`src/rtl/pcs_rx_pkg.sv`:
```
// pcs_rx_pkg: shared 4B5B code groups, SSD pattern, state encoding and
// the per-bit context carried between clocks by the receive PCS.
// Optional statistics build: define PCS_RX_STATS_EN.
package pcs_rx_pkg;

  localparam logic [4:0] CODE_J = 5'b11000;
  localparam logic [4:0] CODE_K = 5'b10001;
  localparam logic [4:0] CODE_T = 5'b01101;
  localparam logic [4:0] CODE_R = 5'b00111;
  localparam logic [4:0] CODE_I = 5'b11111;

  localparam logic [9:0] CODE_SSD          = {CODE_J, CODE_K};
  localparam logic [3:0] NIB_FALSE_CARRIER = 4'b1110;

  typedef enum logic [1:0] {
    ST_IDLE    = 2'd0,
    ST_SSD     = 2'd1,
    ST_DATA    = 2'd2,
    ST_BAD_SSD = 2'd3
  } state_t;

  // Everything the bit-serial receiver remembers between bits.
  typedef struct packed {
    state_t     state;
    logic [9:0] win;        // last 10 bits, newest in bit 0
    logic [3:0] cnt;        // candidate length (IDLE/SSD) or run of ones (BAD_SSD)
    logic       zero_seen;  // IDLE: first zero of a possible SSD observed
    logic [4:0] grp;        // DATA: partial code group, first bit leftmost
    logic [2:0] gcnt;       // DATA: bits already held in grp
    logic       pend_t;     // DATA: previous group was T
    logic       pend_i;     // DATA: previous group was I
  } ctx_t;

  // Result of consuming one bit: new context plus an optional strobe.
  typedef struct packed {
    ctx_t       c;
    logic       stb;
    logic [3:0] data;
    logic       er;
    logic       fc;         // false carrier detected
    logic       se;         // rx_er strobe inside a frame
  } step_t;

  localparam ctx_t CTX_RESET = '{state: ST_IDLE, win: 10'd0, cnt: 4'd0,
                                 zero_seen: 1'b0, grp: 5'd0, gcnt: 3'd0,
                                 pend_t: 1'b0, pend_i: 1'b0};

  function automatic logic [15:0] sat_inc16(input logic [15:0] v);
    if (v == 16'hffff) begin
      return v;
    end else begin
      return v + 16'd1;
    end
  endfunction

endpackage

```
`src/rtl/pcs_4b5b_decode.sv`:
```
// pcs_4b5b_decode: combinational 4B5B code-group decoder (data nibble and
// control-group flags), shared with the transmit-side checker.
module pcs_4b5b_decode
  import pcs_rx_pkg::*;
(
  input  logic [4:0] code,
  output logic [3:0] nibble,
  output logic       is_data,
  output logic       is_t,
  output logic       is_r,
  output logic       is_i
);

  // Map the 16 data code groups to nibbles and flag control groups.
  always_comb begin
    nibble  = 4'h0;
    is_data = 1'b1;
    case (code)
      5'b11110: nibble = 4'h0;
      5'b01001: nibble = 4'h1;
      5'b10100: nibble = 4'h2;
      5'b10101: nibble = 4'h3;
      5'b01010: nibble = 4'h4;
      5'b01011: nibble = 4'h5;
      5'b01110: nibble = 4'h6;
      5'b01111: nibble = 4'h7;
      5'b10010: nibble = 4'h8;
      5'b10011: nibble = 4'h9;
      5'b10110: nibble = 4'ha;
      5'b10111: nibble = 4'hb;
      5'b11010: nibble = 4'hc;
      5'b11011: nibble = 4'hd;
      5'b11100: nibble = 4'he;
      5'b11101: nibble = 4'hf;
      default:  is_data = 1'b0;
    endcase
    is_t = (code == CODE_T);
    is_r = (code == CODE_R);
    is_i = (code == CODE_I);
  end

endmodule

```
`src/rtl/pcs_rx.sv`:
```
// pcs_rx: 100BASE-X receive PCS after the descrambler. Finds carrier and the
// /J/K/ delimiter, aligns 5-bit groups, decodes 4B5B and drives MII-style
// rx_data/rx_valid/rx_dv/rx_er/crs. Up to two bits per clock are consumed
// in arrival order by two chained copies of a one-bit step.
// Optional statistics build: define PCS_RX_STATS_EN.
module pcs_rx
  import pcs_rx_pkg::*;
#(
  parameter bit UNLOCK_IS_ERROR = 1'b1
) (
  input  logic       clk,
  input  logic       rst_n,
  input  logic [1:0] descrambled,
  input  logic [1:0] descrambled_valid,
  input  logic       locked,
`ifdef PCS_RX_STATS_EN
  output logic [15:0] false_carrier_count,
  output logic [15:0] symbol_error_count,
`endif
  output logic [3:0] rx_data,
  output logic       rx_valid,
  output logic       rx_dv,
  output logic       rx_er,
  output logic       crs
);

  ctx_t       ctx_r;
  step_t      res_a, res_b;
  logic       use_a, use_b;
  logic [3:0] nib_a, nib_b;
  logic       dat_a, dat_b, t_a, t_b, r_a, r_b, i_a, i_b;
  logic       stb;
  logic [3:0] stb_data;
  logic       stb_er;

  // Return to IDLE with carrier tracking cleared.
  function automatic ctx_t to_idle(input ctx_t c);
    ctx_t n;
    n           = c;
    n.state     = ST_IDLE;
    n.cnt       = 4'd0;
    n.zero_seen = 1'b0;
    n.gcnt      = 3'd0;
    n.pend_t    = 1'b0;
    n.pend_i    = 1'b0;
    return n;
  endfunction

  // Consume a single received bit; the decode inputs describe {c.grp[3:0], b}.
  function automatic step_t step(input ctx_t c, input logic b, input logic [3:0] nib,
                                 input logic is_data, input logic is_t,
                                 input logic is_r, input logic is_i);
    step_t r;
    r       = '0;
    r.c     = c;
    r.c.win = {c.win[8:0], b};
    case (c.state)
      ST_IDLE: begin
        if (!c.zero_seen) begin
          // Candidate starts two bits before this first zero.
          r.c.zero_seen = ~b;
          r.c.cnt       = b ? 4'd0 : 4'd3;
        end else begin
          r.c.cnt = c.cnt + 4'd1;
          if (!b) begin
            r.c.zero_seen = 1'b0;
            if (r.c.cnt >= 4'd10) begin
              // Candidate already complete and cannot be J,K.
              r.c.state = ST_BAD_SSD;
              r.c.cnt   = 4'd0;
              r.stb     = 1'b1;
              r.er      = 1'b1;
              r.data    = NIB_FALSE_CARRIER;
              r.fc      = 1'b1;
            end else begin
              r.c.state = ST_SSD;
            end
          end else if (r.c.cnt == 4'd12) begin
            // Ten-bit span after the first zero expired without a second zero.
            r.c.zero_seen = 1'b0;
            r.c.cnt       = 4'd0;
          end else begin
            r.c.zero_seen = 1'b1;
          end
        end
      end
      ST_SSD: begin
        r.c.cnt = c.cnt + 4'd1;
        if (r.c.cnt == 4'd10) begin
          if (r.c.win == CODE_SSD) begin
            r.c.state  = ST_DATA;
            r.c.gcnt   = 3'd0;
            r.c.pend_t = 1'b0;
            r.c.pend_i = 1'b0;
          end else begin
            r.c.state = ST_BAD_SSD;
            r.c.cnt   = 4'd0;
            r.stb     = 1'b1;
            r.er      = 1'b1;
            r.data    = NIB_FALSE_CARRIER;
            r.fc      = 1'b1;
          end
        end else begin
          r.c.state = ST_SSD;
        end
      end
      ST_DATA: begin
        r.c.grp = {c.grp[3:0], b};
        if (c.gcnt == 3'd4) begin
          r.c.gcnt = 3'd0;
          if (c.pend_t) begin
            // T,R ends the frame quietly; T followed by anything else is an error.
            r.c = to_idle(r.c);
            if (!is_r) begin
              r.stb = 1'b1;
              r.er  = 1'b1;
              r.se  = 1'b1;
            end else begin
              r.stb = 1'b0;
            end
          end else if (c.pend_i) begin
            r.c.pend_i = 1'b0;
            r.stb      = 1'b1;
            r.er       = 1'b1;
            r.se       = 1'b1;
            if (is_i) begin
              // I,I: premature end of stream.
              r.c = to_idle(r.c);
            end else begin
              r.c.state = ST_DATA;
            end
          end else if (is_t) begin
            r.c.pend_t = 1'b1;
          end else if (is_i) begin
            r.c.pend_i = 1'b1;
          end else if (is_data) begin
            r.stb  = 1'b1;
            r.data = nib;
          end else begin
            r.stb = 1'b1;
            r.er  = 1'b1;
            r.se  = 1'b1;
          end
        end else begin
          r.c.gcnt = c.gcnt + 3'd1;
        end
      end
      ST_BAD_SSD: begin
        if (b) begin
          r.c.cnt = c.cnt + 4'd1;
          if (r.c.cnt == 4'd10) begin
            r.c = to_idle(r.c);
          end else begin
            r.c.state = ST_BAD_SSD;
          end
        end else begin
          r.c.cnt = 4'd0;
        end
      end
      default: begin
        r.c = to_idle(r.c);
      end
    endcase
    return r;
  endfunction

  pcs_4b5b_decode u_dec_a (
    .code    ({ctx_r.grp[3:0], descrambled[1]}),
    .nibble  (nib_a),
    .is_data (dat_a),
    .is_t    (t_a),
    .is_r    (r_a),
    .is_i    (i_a)
  );

  pcs_4b5b_decode u_dec_b (
    .code    ({res_a.c.grp[3:0], descrambled[0]}),
    .nibble  (nib_b),
    .is_data (dat_b),
    .is_t    (t_b),
    .is_r    (r_b),
    .is_i    (i_b)
  );

  // Earlier bit (descrambled[1]) is consumed first when any bit is valid.
  always_comb begin
    use_a = descrambled_valid[1] | descrambled_valid[0];
    if (use_a) begin
      res_a = step(ctx_r, descrambled[1], nib_a, dat_a, t_a, r_a, i_a);
    end else begin
      res_a   = '0;
      res_a.c = ctx_r;
    end
  end

  // Later bit (descrambled[0]) continues from the context left by the first.
  always_comb begin
    use_b = descrambled_valid[1];
    if (use_b) begin
      res_b = step(res_a.c, descrambled[0], nib_b, dat_b, t_b, r_b, i_b);
    end else begin
      res_b   = '0;
      res_b.c = res_a.c;
    end
  end

  // Merge the two bit steps into at most one strobe for this clock.
  always_comb begin
    stb      = res_a.stb | res_b.stb;
    stb_data = res_a.stb ? res_a.data : res_b.data;
    stb_er   = res_a.stb ? res_a.er : res_b.er;
  end

  // Receiver state and registered MII-side outputs; lock loss beats group completion.
  always_ff @(posedge clk) begin
    if (!rst_n) begin
      ctx_r    <= CTX_RESET;
      rx_data  <= 4'h0;
      rx_valid <= 1'b0;
      rx_dv    <= 1'b0;
      rx_er    <= 1'b0;
      crs      <= 1'b0;
    end else if (!locked) begin
      ctx_r    <= CTX_RESET;
      rx_data  <= 4'h0;
      rx_dv    <= 1'b0;
      crs      <= 1'b0;
      rx_valid <= UNLOCK_IS_ERROR && (ctx_r.state == ST_DATA);
      rx_er    <= UNLOCK_IS_ERROR && (ctx_r.state == ST_DATA);
    end else begin
      ctx_r    <= res_b.c;
      rx_valid <= stb;
      rx_data  <= stb ? stb_data : 4'h0;
      rx_er    <= stb & stb_er;
      rx_dv    <= (res_b.c.state == ST_DATA);
      crs      <= (res_b.c.state != ST_IDLE);
    end
  end

`ifdef PCS_RX_STATS_EN
  logic fc_event, se_event;

  // Statistic events for this clock, masked by lock exactly like the outputs.
  always_comb begin
    fc_event = 1'b0;
    se_event = 1'b0;
    if (!locked) begin
      se_event = UNLOCK_IS_ERROR && (ctx_r.state == ST_DATA);
    end else begin
      fc_event = res_a.fc | res_b.fc;
      se_event = res_a.se | res_b.se;
    end
  end

  // Saturating false-carrier and symbol-error counters.
  always_ff @(posedge clk) begin
    if (!rst_n) begin
      false_carrier_count <= 16'd0;
      symbol_error_count  <= 16'd0;
    end else begin
      false_carrier_count <= fc_event ? sat_inc16(false_carrier_count) : false_carrier_count;
      symbol_error_count  <= se_event ? sat_inc16(symbol_error_count) : symbol_error_count;
    end
  end
`endif

endmodule

```
`config.mk`:
```
export PLATFORM = sky130hd
export DESIGN_NAME = pcs_rx
export DESIGN_NICKNAME = d
export VERILOG_FILES = /design/src/rtl/pcs_rx_pkg.sv /design/src/rtl/pcs_4b5b_decode.sv /design/src/rtl/pcs_rx.sv
export SDC_FILE = /design/constraint.sdc
export NUM_CORES = 1
export LEC_CHECK = 0
export CAP_MARGIN = 25
export CORE_MARGIN = 3
export CORE_UTILIZATION = 35
export CTS_CLUSTER_DIAMETER = 80
export CTS_CLUSTER_SIZE = 28
export DETAILED_ROUTE_END_ITERATION = 10
export GPL_ROUTABILITY_DRIVEN = 0
export SYNTH_ARGS = -nofsm -noshare
export SYNTH_HDL_FRONTEND = slang
export SYNTH_HIERARCHICAL = 1
export SYNTH_SLANG_ARGS = --single-unit
```
`constraint.sdc`:
```
create_clock -name clk -period 3.3 [get_ports clk]
set_input_delay 0.495 -clock clk [delete_from_list [all_inputs] [get_ports clk]]
set_output_delay 0.495 -clock clk [all_outputs]
set_load 0.01 [all_outputs]
```
==> results of run 1 <==
how the worst min path moves through the flow:
stage	slack, ns	start	depth (start not counted)	end
after floorplan	0.48	ctx_r[23]$_SDFF_PN0_	2	ctx_r[23]$_SDFF_PN0_
after global placement	0.55	ctx_r[23]$_SDFF_PN0_	2	ctx_r[23]$_SDFF_PN0_
after detailed placement	0.54	ctx_r[23]$_SDFF_PN0_	2	ctx_r[23]$_SDFF_PN0_
after CTS	0.55	ctx_r[23]$_SDFF_PN0_	2	ctx_r[23]$_SDFF_PN0_
after global routing	0.58	ctx_r[23]$_SDFF_PN0_	2	ctx_r[23]$_SDFF_PN0_
final	0.55	ctx_r[23]$_SDFF_PN0_	2	ctx_r[23]$_SDFF_PN0_
where the power goes:
| group | switching, W | internal (W) | total [W] |
|---|---|---|---|
| logic | 0.000307 | 0.000301 | 0.000608 |
| registers | 0.0000165 | 0.000411 | 0.000427 |
| clock network | 0.000178 | 0.000226 | 0.000404 |
| total | 0.000502 | 0.000938 | 0.00144 |
cell usage in the layout (no fill, tap or decap), drive strengths merged, types with 5 or more instances in the layout:
cell type,n
nand2,54
o21ai,34
ha,10
nor3,10
mux2i,8
a211oi,10
a2111oi,5
a31oi,13
and2,12
or3,6
nor4,5
o31ai,8
buf,166
or2,6
nor4b,6
a21o,8
a31o,7
a21oi,29
clkdlybuf4s50,11
nor2,45
dfxtp,33
nand4,5
nand3,11
clkbuf,6
inv,15
xnor2,11
and3,6
o211ai,8
cells by family (layout without fill, tap and decap cells):
family,count (synthesis),in the layout,synth area share [%]
AOI/OAI and AO/OA,171,171,35.87
xor gates and xnor gates,14,14,3.624
adders and majority gates,10,10,3.698
buffers and inverters,40,203,5.399
DFF,33,33,19.53
muxes,9,9,2.700
and+or+nand+nor,188,188,29.18
metrics by stage:
stage               cells  power [W]  hold WS, ns
finish                757   0.001439       0.5542
global route          757   0.001503       0.5767
CTS                   751   0.001367       0.5468
detailed placement    731  0.0009047       0.5354
global placement      731  0.0009015       0.5521
floorplan             465  0.0006754       0.4762
state kept, by name, summed over array words and instances, names as in the netlist:
| register | flops |
|---|---|
| crs | 1 |
| ctx_r | 25 |
| rx_data | 4 |
| rx_dv | 1 |
| rx_er | 1 |
| rx_valid | 1 |
timing repair:
action                                  in CTS  in global routing
endpoints found under the setup margin      20                 20
setup buffers                               12                  6
resized for setup                           60                 65
pin swaps                                   25                 31
endpoints found under the hold margin        0                  0
metal layers:
layer	routed length (um)	track usage, %
met5	0	0
met4	313	7.502
met3	1024	3.911
met2	6196	37.45
met1	5882	31.78
cell type report:
type                            count  area [um^2]
Timing Repair Buffer              180         1420
Tap cell                          129        161.4
Fill cell                         780         3832
Multi-Input combinational cell    392         3073
Inverter                           15        56.30
Clock buffer                        5        68.82
Clock inverter                      3        46.29
Sequential cell                    33        669.4
worst min-delay path: cells and delay by family, from the launching register on:
kind | cells | cell delay (ns)
DFF | 1 | 0.35
AOI/OAI and AO/OA | 1 | 0.08
and+or+nand+nor | 1 | 0.08
==> run metrics, run 1 <==
total number of vias ~4400; DIE AREA approximately 11000 um^2; clk sinks 33; flop2flop setup slack -0.02 ns; top cell type by total area after synthesis dfxtp_1; first drt pass iteration count 5; most used standard cell by instance count after synthesis nand2_1; post-layout worst setup margin -0.01868 ns; CTS tree built; EDFF count, synth 0; layout cells sized above 1 a little under half; Die Height 104.3 um; I/O pins 15; failing checks setup timing; Total GRT Usage approximately a quarter; f_max roughly 0.3 GHz; Synth Instances approximately 470; Synth top area share 19.53%; drt total wl 13420 um; Yosys reg bits 33; first-pass GRT wire length ~21000 um; Setup Total Neg Slack -0.03733 ns; Root Driver clkbuf_8; Worst setup SP type register; total gr overflow 0; synth top area cells dfxtp_1 20%, nand2_1 5.8%, nor2_1 5.0%, o21ai_0 4.6%, a21oi_1 4.3%; max-slew violations 0; Cell variety after synth between 70 and 80; worst skew pair latency roughly 0.30 ns; CP Buf/Inv Count 4; htree depth 2; Starting Density 36.27%; DP Wirelength 9673 um; sequential area share after synthesis a little under 20%; residual DRC count 0; Setup-failing EPs final 2; final hold viol count 0; max incr delay on CP around 0.46 ns; critical register-to-register path endpoint rx_data[3]$_SDFF_PN0_; final core occ about three fifths; ys async rst share 0%; Placed Area ~4700 um^2; Site Rows 35; Worst Setup EP rx_data[3]$_SDFF_PN0_; Slew Limit Headroom between 50% and 60%; Core Footprint about 9300 um^2; Commonest cells post-synth 52 x nand2_1, 45 x nor2_1, 33 x dfxtp_1; unrepaired setup endpoints after global routing true; CP startpoint ctx_r[12]$_SDFF_PN0_; CP endpoint kind register; worst-path cell chain ha_4 > buf_6 > buf_6 > xnor2_2 > a31o_2 > o22ai_4 > o32ai_4 > buf_4 > o211ai_1 > xnor2_1 > nor4_4 > buf_4 > o21bai_2 > a221oi_2; reg2reg start ctx_r[12]$_SDFF_PN0_; initial antenna violation count 0; R2R cell count 14; final clock skew ~0.012 ns; Worst-Margin Slew 0.7347 ns; Crit Path Max Fanout 6; synthesis-to-finish area growth 62.43%; crit path kind register to register; Synth Area per Inst 7.276 um^2; Period Utilization, post-route 100.6%; crit path DAT 3.52 ns; CTS max path bufs 2; Top Family by Delay on Critical Path compound AO/OA/AOI/OAI gates; Synth Cell Area 3383 um^2; DP Worst Slack -0.8254 ns; Slowest cell on crit path nor4_4; # nets final 644; status complete, but fails checks; Post-CTS Hold Fix Bufs 0; Yosys warning total 6; Die W ~100 um; Max Cap Viol 0; Reg clk slew, reported paths approximately 0.08 ns; n_diodes 0; Post-DRT Antenna Nets 0; Synth Flop Type dfxtp_1; HP Class register to register; largest net degree at the start of global routing 28; vias in the first global route between 4000 and 5000; CTS buffer count 5; Worst EP required approximately 3.5 ns; detail-routed net length per standard cell 17.72 um; Period minus WS final between 3 and 4 ns; Design Area, Final around 5500 um^2; Levels on crit path 14; peak supply drop 0.1951 mV; vias per cell about 6; Pwr Density about 260 nW/um^2; PortBufs 14; Mapped Nets ~480; DRT iter0 DRCs approximately 350; leakage power 2.153 nW
Power figures use the tool's default switching activity.
==> run 2, diff against run 1 <==
--- a/config.mk
+++ b/config.mk
@@ -12,6 +12,7 @@
 export CTS_CLUSTER_SIZE = 28
 export DETAILED_ROUTE_END_ITERATION = 10
 export GPL_ROUTABILITY_DRIVEN = 0
+export PLACE_DENSITY = 0.52
 export SYNTH_ARGS = -nofsm -noshare
 export SYNTH_HDL_FRONTEND = slang
 export SYNTH_HIERARCHICAL = 1
==> run 2 against run 1 <==
- the flow still finishes with violations (setup timing)
- setup slack better by 0.011 ns
- fmax is 0.35% higher
- clock-buffer cell count is 2 higher
- hold slack worse by 0.0042 ns
- first-iteration DRC count is 9.1% lower
- final cell count is 1.7% lower
- sequential share of layout area is 0.30 points higher
- global-route usage is 0.40 points lower
- via count is 2.5% lower
- combinational power hardly changed
==> run metrics, run 2 (synthesized netlist as in run 1, its figures left out) <==
DP Worst Slack -0.6391 ns (+0.1863 ns); CP Buf/Inv Count 4 (unchanged); Site Rows 35 (unchanged); Max Cap Viol 0 (unchanged); total number of vias 4333 (-2.5%); residual DRC count 0 (unchanged); CP endpoint kind register; Crit Path Max Fanout 5 (-1); max incr delay on CP 0.56 ns (+0.10 ns); final hold viol count 0 (unchanged); Regs by FF count ctx_r x25, rx_data x4; switching share of power 35.42% (+0.57 points); Die W 104.3 um (unchanged); P_sw 0.0004920 W (-1.9%); crit path DAT 3.50 ns (-0.02 ns); Slew Limit Headroom 45.10% (-5.8 points); HP Class register to register; Internal Pwr Total 0.0008970 W (-4.3%); area used by multi-input combinational logic 3019 um^2 (-1.8%); first-pass GRT wire length 20510 um (-3.1%); unrepaired setup endpoints after global routing true; failing checks setup timing; DP Wirelength 9578 um (-0.99%); FF/Latch Area 665.6 um^2 (-0.56%); n_diodes 0 (unchanged); most common cell after layout, fill and taps aside buf_4; Worst EP required 3.49 ns (about the same); drt total wl 13250 um (-1.3%); clk sinks 33 (unchanged); final clock skew 0.01364 ns (+0.001311 ns); Post-DRT Antenna Nets 0 (unchanged); detail-routed net length per standard cell 17.80 um (+0.45%); DRT iter0 DRCs 319 (-9.1%); Comb pwr share 43.6% (+1.4 points); total of fill cells in the finished design 848 (+8.7%); Core Footprint 9328 um^2 (unchanged); initial antenna violation count 0 (unchanged); Worst setup SP type register; Tot Pwr 0.001389 W (-3.5%); Seq pwr share 30.6% (+0.9 points); PortBufs 14 (unchanged); Pwr Density 260.4 nW/um^2 (-0.57%); Die Height 104.3 um (unchanged); # nets final 631 (-2.0%); Reg clk slew, reported paths 0.08 ns (about the same); post-layout worst setup margin -0.007226 ns (+0.01146 ns); Most common cell on crit path buf_4; first drt pass iteration count 7 (+2); Worst Hold Slack 0.5501 ns (-0.004157 ns); clock power share 25.8% (-2.3 points); Starting Density 36.27% (unchanged); Slowest cell on crit path or4b_4; Most flops, register ctx_r; total gr overflow 0 (unchanged); Root Driver clkbuf_8; layout cells sized above 1 42.28% (-3.9 points); status complete, but fails checks; Total GRT Usage 22.95% (-0.40 points); crit path kind register to register; worst-path cell chain or4b_4 > buf_4 > nor3_2 > nand2_1 > a31oi_2 > or2_4 > buf_4 > ha_4 > o31ai_4 > nor4_4 > buf_4 > nor4_2 > buf_4 > o21ai_1; Setup-failing EPs final 1 (-1); peak supply drop 0.1433 mV (-27%); Post-CTS Hold Fix Bufs 0 (unchanged); CTS tree built; leakage power 2.109 nW (-2.0%); most frequent cells in the layout 146 x buf_4, 47 x nand2_1, 41 x nor2_1; Top Family by Delay on Critical Path simple AND/OR/NAND/NOR gates; max reg flops 25 (unchanged); vias per cell 5.824 (-0.84%); CTS buffer count 5 (unchanged); htree depth 2 (unchanged); I/O pins 15 (unchanged); worst skew pair latency 0.30 ns (about the same); CTS max path bufs 2 (unchanged); final core occ 57.18% (-1.7 points); Period Utilization, post-route 100.2% (-0.35 points); f_max 0.3024 GHz (+0.35%); DIE AREA 10880 um^2 (unchanged); largest net degree at the start of global routing 28 (unchanged); synthesis-to-finish area growth 57.66%; Period minus WS final 3.307 ns (-0.01146 ns); Worst-Margin Slew 0.8215 ns (+0.08684 ns); vias in the first global route 4019 (-5.7%); max-slew violations 0 (unchanged)
==> run 2: changes by cell type in the layout (fill, tap and decap cells not counted), sizes merged <==
| cell | before | now |
|---|---|---|
| dlygate4sd2 | 0 | 1 |
| clkinvlp | 1 | 0 |
| buf | 166 | 153 |
| bufinv | 1 | 0 |
| clkbuf | 6 | 7 |
==> run 2: worst min-delay path, cell delays in order, from the launching register on <==
cell,delay [ns]
dfxtp_1,0.34
nand2_1,0.09
a31oi_1,0.08
==> run 2: power groups by stage <==
stage / logic (W) / clock network, W / registers [W]
after detailed placement: 0.000456 / 0 / 0.000433
after floorplan: 0.000244 / 0 / 0.000432
after global routing: 0.000648 / 0.000389 / 0.000426
final: 0.000606 / 0.000358 / 0.000424
after CTS: 0.000505 / 0.000365 / 0.000423
after global placement: 0.000453 / 0 / 0.000432
==> run 2: final cells by class <==
class,count,area share [%]
Clock buffer,7,1.806
Clock inverter,1,0.09383
Inverter,15,1.103
Multi-Input combinational cell,392,56.60
Sequential cell,33,12.48
Tap cell,129,3.026
Timing Repair Buffer,167,24.89
==> run 2: per-layer routing <==
| metal | GRT usage [%] | wire [um] | up-vias |
|---|---|---|---|
| li1 | - | - | 2060 |
| met1 | 32.62 | 5948 | 2062 |
| met2 | 35.29 | 6054 | 186 |
| met3 | 3.538 | 978 | 25 |
| met4 | 7.502 | 263 | 0 |
| met5 | 0 | 0 | - |
==> run 2: repair_timing <==
action                     CTS  global route
buffers inserted            10            12
gates resized for setup     26            78
pin swaps                   14            35
setup endpoints to repair   19            20
==> run 2: worst paths after layout <==
check | start | endpoint | slack, ns | cells after the start
setup / recovery | ctx_r[17]$_SDFF_PN0_ | rx_valid$_SDFF_PN0_ | -0.007 | 14
setup reg to reg | ctx_r[17]$_SDFF_PN0_ | rx_valid$_SDFF_PN0_ | -0.007 | 14
hold reg to reg | ctx_r[23]$_SDFF_PN0_ | ctx_r[23]$_SDFF_PN0_ | 0.55 | 2
hold / removal | ctx_r[23]$_SDFF_PN0_ | ctx_r[23]$_SDFF_PN0_ | 0.55 | 2
==> run 2: metrics by stage <==
| step | std cells | cell area (um^2) | TNS [ns] |
|---|---|---|---|
| 2_1_floorplan | 465 | 3416 | 0 |
| 3_3_place_gp | 714 | 4574 | -8.981 |
| 3_5_place_dp | 714 | 4574 | -9.437 |
| 4_1_cts | 732 | 4870 | -0.0005744 |
| 5_1_grt | 744 | 5334 | -1.148 |
| 6_report | 744 | 5334 | -0.007226 |
==> run 3, diff against run 2 <==
--- a/config.mk
+++ b/config.mk
@@ -12,7 +12,7 @@
 export CTS_CLUSTER_SIZE = 28
 export DETAILED_ROUTE_END_ITERATION = 10
 export GPL_ROUTABILITY_DRIVEN = 0
-export PLACE_DENSITY = 0.52
+export PLACE_DENSITY = 0.5
 export SYNTH_ARGS = -nofsm -noshare
 export SYNTH_HDL_FRONTEND = slang
 export SYNTH_HIERARCHICAL = 1
==> run 3 against run 2 <==
- clock-buffer cell count decreased by 1
- largest power group unchanged
- sequential share of layout area grew 0.13 points
- die area unchanged
- via count decreased by 0.44%
- the flow now finishes without violations
- utilization up 0.054 points
- critical path type unchanged
- largest cell class unchanged
==> run metrics, run 3 (synthesized netlist as in run 1, its figures left out) <==
unrepaired setup endpoints after global routing true; max reg flops 25 (unchanged); crit path DAT 3.48 ns (-0.02 ns); Root Driver clkbuf_8; R2R cell count 15 (+1); Worst-Margin Slew 0.7050 ns (-0.1165 ns); Post-CTS Hold Fix Bufs 0 (unchanged); initial antenna violation count 0 (unchanged); most common cell after layout, fill and taps aside buf_4; DIE AREA 10880 um^2 (unchanged); Placed Instances 723 (+1.3%); DRT iter0 DRCs 303 (-5.0%); Post-DRT Antenna Nets 0 (unchanged); Period minus WS final 3.283 ns (-0.02428 ns); Pwr Density 246.5 nW/um^2 (-5.3%); Cell Count, Final, Fillers Out 750 (+0.81%); Worst EP required 3.50 ns (about the same); I/O pins 15 (unchanged); Die W 104.3 um (unchanged); most frequent cells in the layout 154 x buf_4, 46 x nand2_1, 43 x nor2_1; total number of vias 4314 (-0.44%); Max Cap Viol 0 (unchanged); final clock skew 0.01088 ns (-0.002767 ns); Core Footprint 9328 um^2 (unchanged); Setup-failing EPs final 0 (-1); vias in the first global route 4078 (+1.5%); Crit Path Max Fanout 3 (-2); CP endpoint kind register; Worst Setup EP rx_data[3]$_SDFF_PN0_; CTS max path bufs 2 (unchanged); clk sinks 33 (unchanged); flop2flop setup slack 0.02 ns (+0.02 ns); detail-routed net length per standard cell 17.42 um (-2.1%); synthesis-to-finish area growth 57.80% (about the same); Setup Total Neg Slack 0 ns (+0.007226 ns); Die Height 104.3 um (unchanged); layout cells sized above 1 43.32% (+1.0 points); Site Rows 35 (unchanged); Period Utilization, post-route 99.48% (-0.74 points); vias per cell 5.752 (-1.2%); residual DRC count 0 (unchanged); HP Class register to register; n_diodes 0 (unchanged); DP Wirelength 9725 um (+1.5%); leakage power 2.072 nW (-1.8%); reg2reg start ctx_r[21]$_SDFF_PN0_; # nets final 637 (+0.95%); Worst setup SP type register; critical register-to-register path endpoint rx_data[3]$_SDFF_PN0_; first-pass GRT wire length 20650 um (+0.67%); Slew Limit Headroom 52.88% (+7.8 points); status finished clean; CTS buffer count 5 (unchanged); Regs by FF count ctx_r x25, rx_data x4; PortBufs 14 (unchanged); htree depth 2 (unchanged); Reg clk slew, reported paths 0.08 ns (about the same); Most flops, register ctx_r; first drt pass iteration count 5 (-2); final hold viol count 0 (unchanged); total of fill cells in the finished design 868 (+2.4%); max-slew violations 0 (unchanged); worst skew pair latency 0.30 ns (about the same); crit path kind register to register; CTS tree built; Total GRT Usage 23.00% (+0.051 points); f_max 0.3046 GHz (+0.74%); largest net degree at the start of global routing 28 (unchanged); peak supply drop 0.1320 mV (-7.9%); drt total wl 13070 um (-1.4%); Starting Density 36.27% (unchanged); CP startpoint ctx_r[21]$_SDFF_PN0_; total gr overflow 0 (unchanged)
-- run 3: cell count changes in the layout (fill, tap and decap cells not counted), sizes merged --
cell,before,now
buf,153,159
clkbuf,7,6
clkinv,1,2
dlygate4sd2,1,3
dlymetal6s2s,2,0
-- run 3: cell type report --
type / instances / area [um^2] / share of cell area [%]
Clock inverter: 2 / 10.01 / 0.1875
Multi-Input combinational cell: 392 / 3005 / 56.29
Clock buffer: 6 / 72.57 / 1.359
Sequential cell: 33 / 673.1 / 12.61
Inverter: 15 / 58.81 / 1.101
Tap cell: 129 / 161.4 / 3.023
Timing Repair Buffer: 173 / 1358 / 25.43
-- run 3: repair_timing --
| item | CTS | global route |
|---|---|---|
| pin swaps | 28 | 19 |
| buffers inserted | 12 | 9 |
| gates resized for setup | 55 | 51 |
| setup endpoints to repair | 20 | 20 |
| endpoints found under the hold margin | 0 | 0 |
-- run 3: where the power goes --
part | internal [W] | leakage (nW) | switching, W | total [W]
Clock | 0.000147 | 0.0450 | 0.000175 | 0.000322
Combinational | 0.000277 | 1.76 | 0.000291 | 0.000568
Sequential | 0.000411 | 0.271 | 0.0000159 | 0.000426
-- run 3: worst min path at each step --
stage,from,to,slack [ns],depth (start not counted)
floorplan,ctx_r[23]$_SDFF_PN0_,ctx_r[23]$_SDFF_PN0_,0.48,2
global placement,ctx_r[20]$_SDFF_PN0_,ctx_r[22]$_SDFF_PN0_,0.59,3
detailed placement,ctx_r[20]$_SDFF_PN0_,ctx_r[22]$_SDFF_PN0_,0.60,3
CTS,ctx_r[20]$_SDFF_PN0_,ctx_r[22]$_SDFF_PN0_,0.61,3
global route,ctx_r[22]$_SDFF_PN0_,ctx_r[23]$_SDFF_PN0_,0.65,3
finish,ctx_r[20]$_SDFF_PN0_,ctx_r[22]$_SDFF_PN0_,0.60,3
-- run 3: through the flow --
stage          util (%)  hold slack, ns   power, W  setup slack, ns  area [um^2]
6_report          57.24          0.6034   0.001316          0.01706         5339
5_1_grt           57.24          0.6506   0.001385          -0.1002         5339
4_1_cts           53.90          0.6114   0.001261         0.005807         5027
3_5_place_dp      49.77          0.5980  0.0008894          -0.6482         4642
3_3_place_gp      49.77          0.5863  0.0008893          -0.6942         4642
2_1_floorplan         -          0.4762  0.0006754          0.04228         3416
-- run 3: routing by layer --
layer,up-vias,global-route usage (%),part of all wire (%)
met5,-,0,0
met4,0,4.843,2.1
met3,32,4.221,4.9
met2,134,36.49,45
met1,2064,32.44,48
li1,2084,-,-
-- run 3: critical path, cell delays in order (launching register included) --
cell      delay [ns]
dfxtp_2         0.33
or4b_4          0.56
or3_4           0.37
o31ai_4         0.24
nand2_2         0.13
nand2_2         0.09
o21ai_2         0.06
inv_1           0.08
ha_2            0.20
nand2_2         0.07
a21oi_4         0.16
o21ai_4         0.08
buf_6           0.12
nor4_4          0.34
a21oi_1         0.14
a221oi_2        0.22
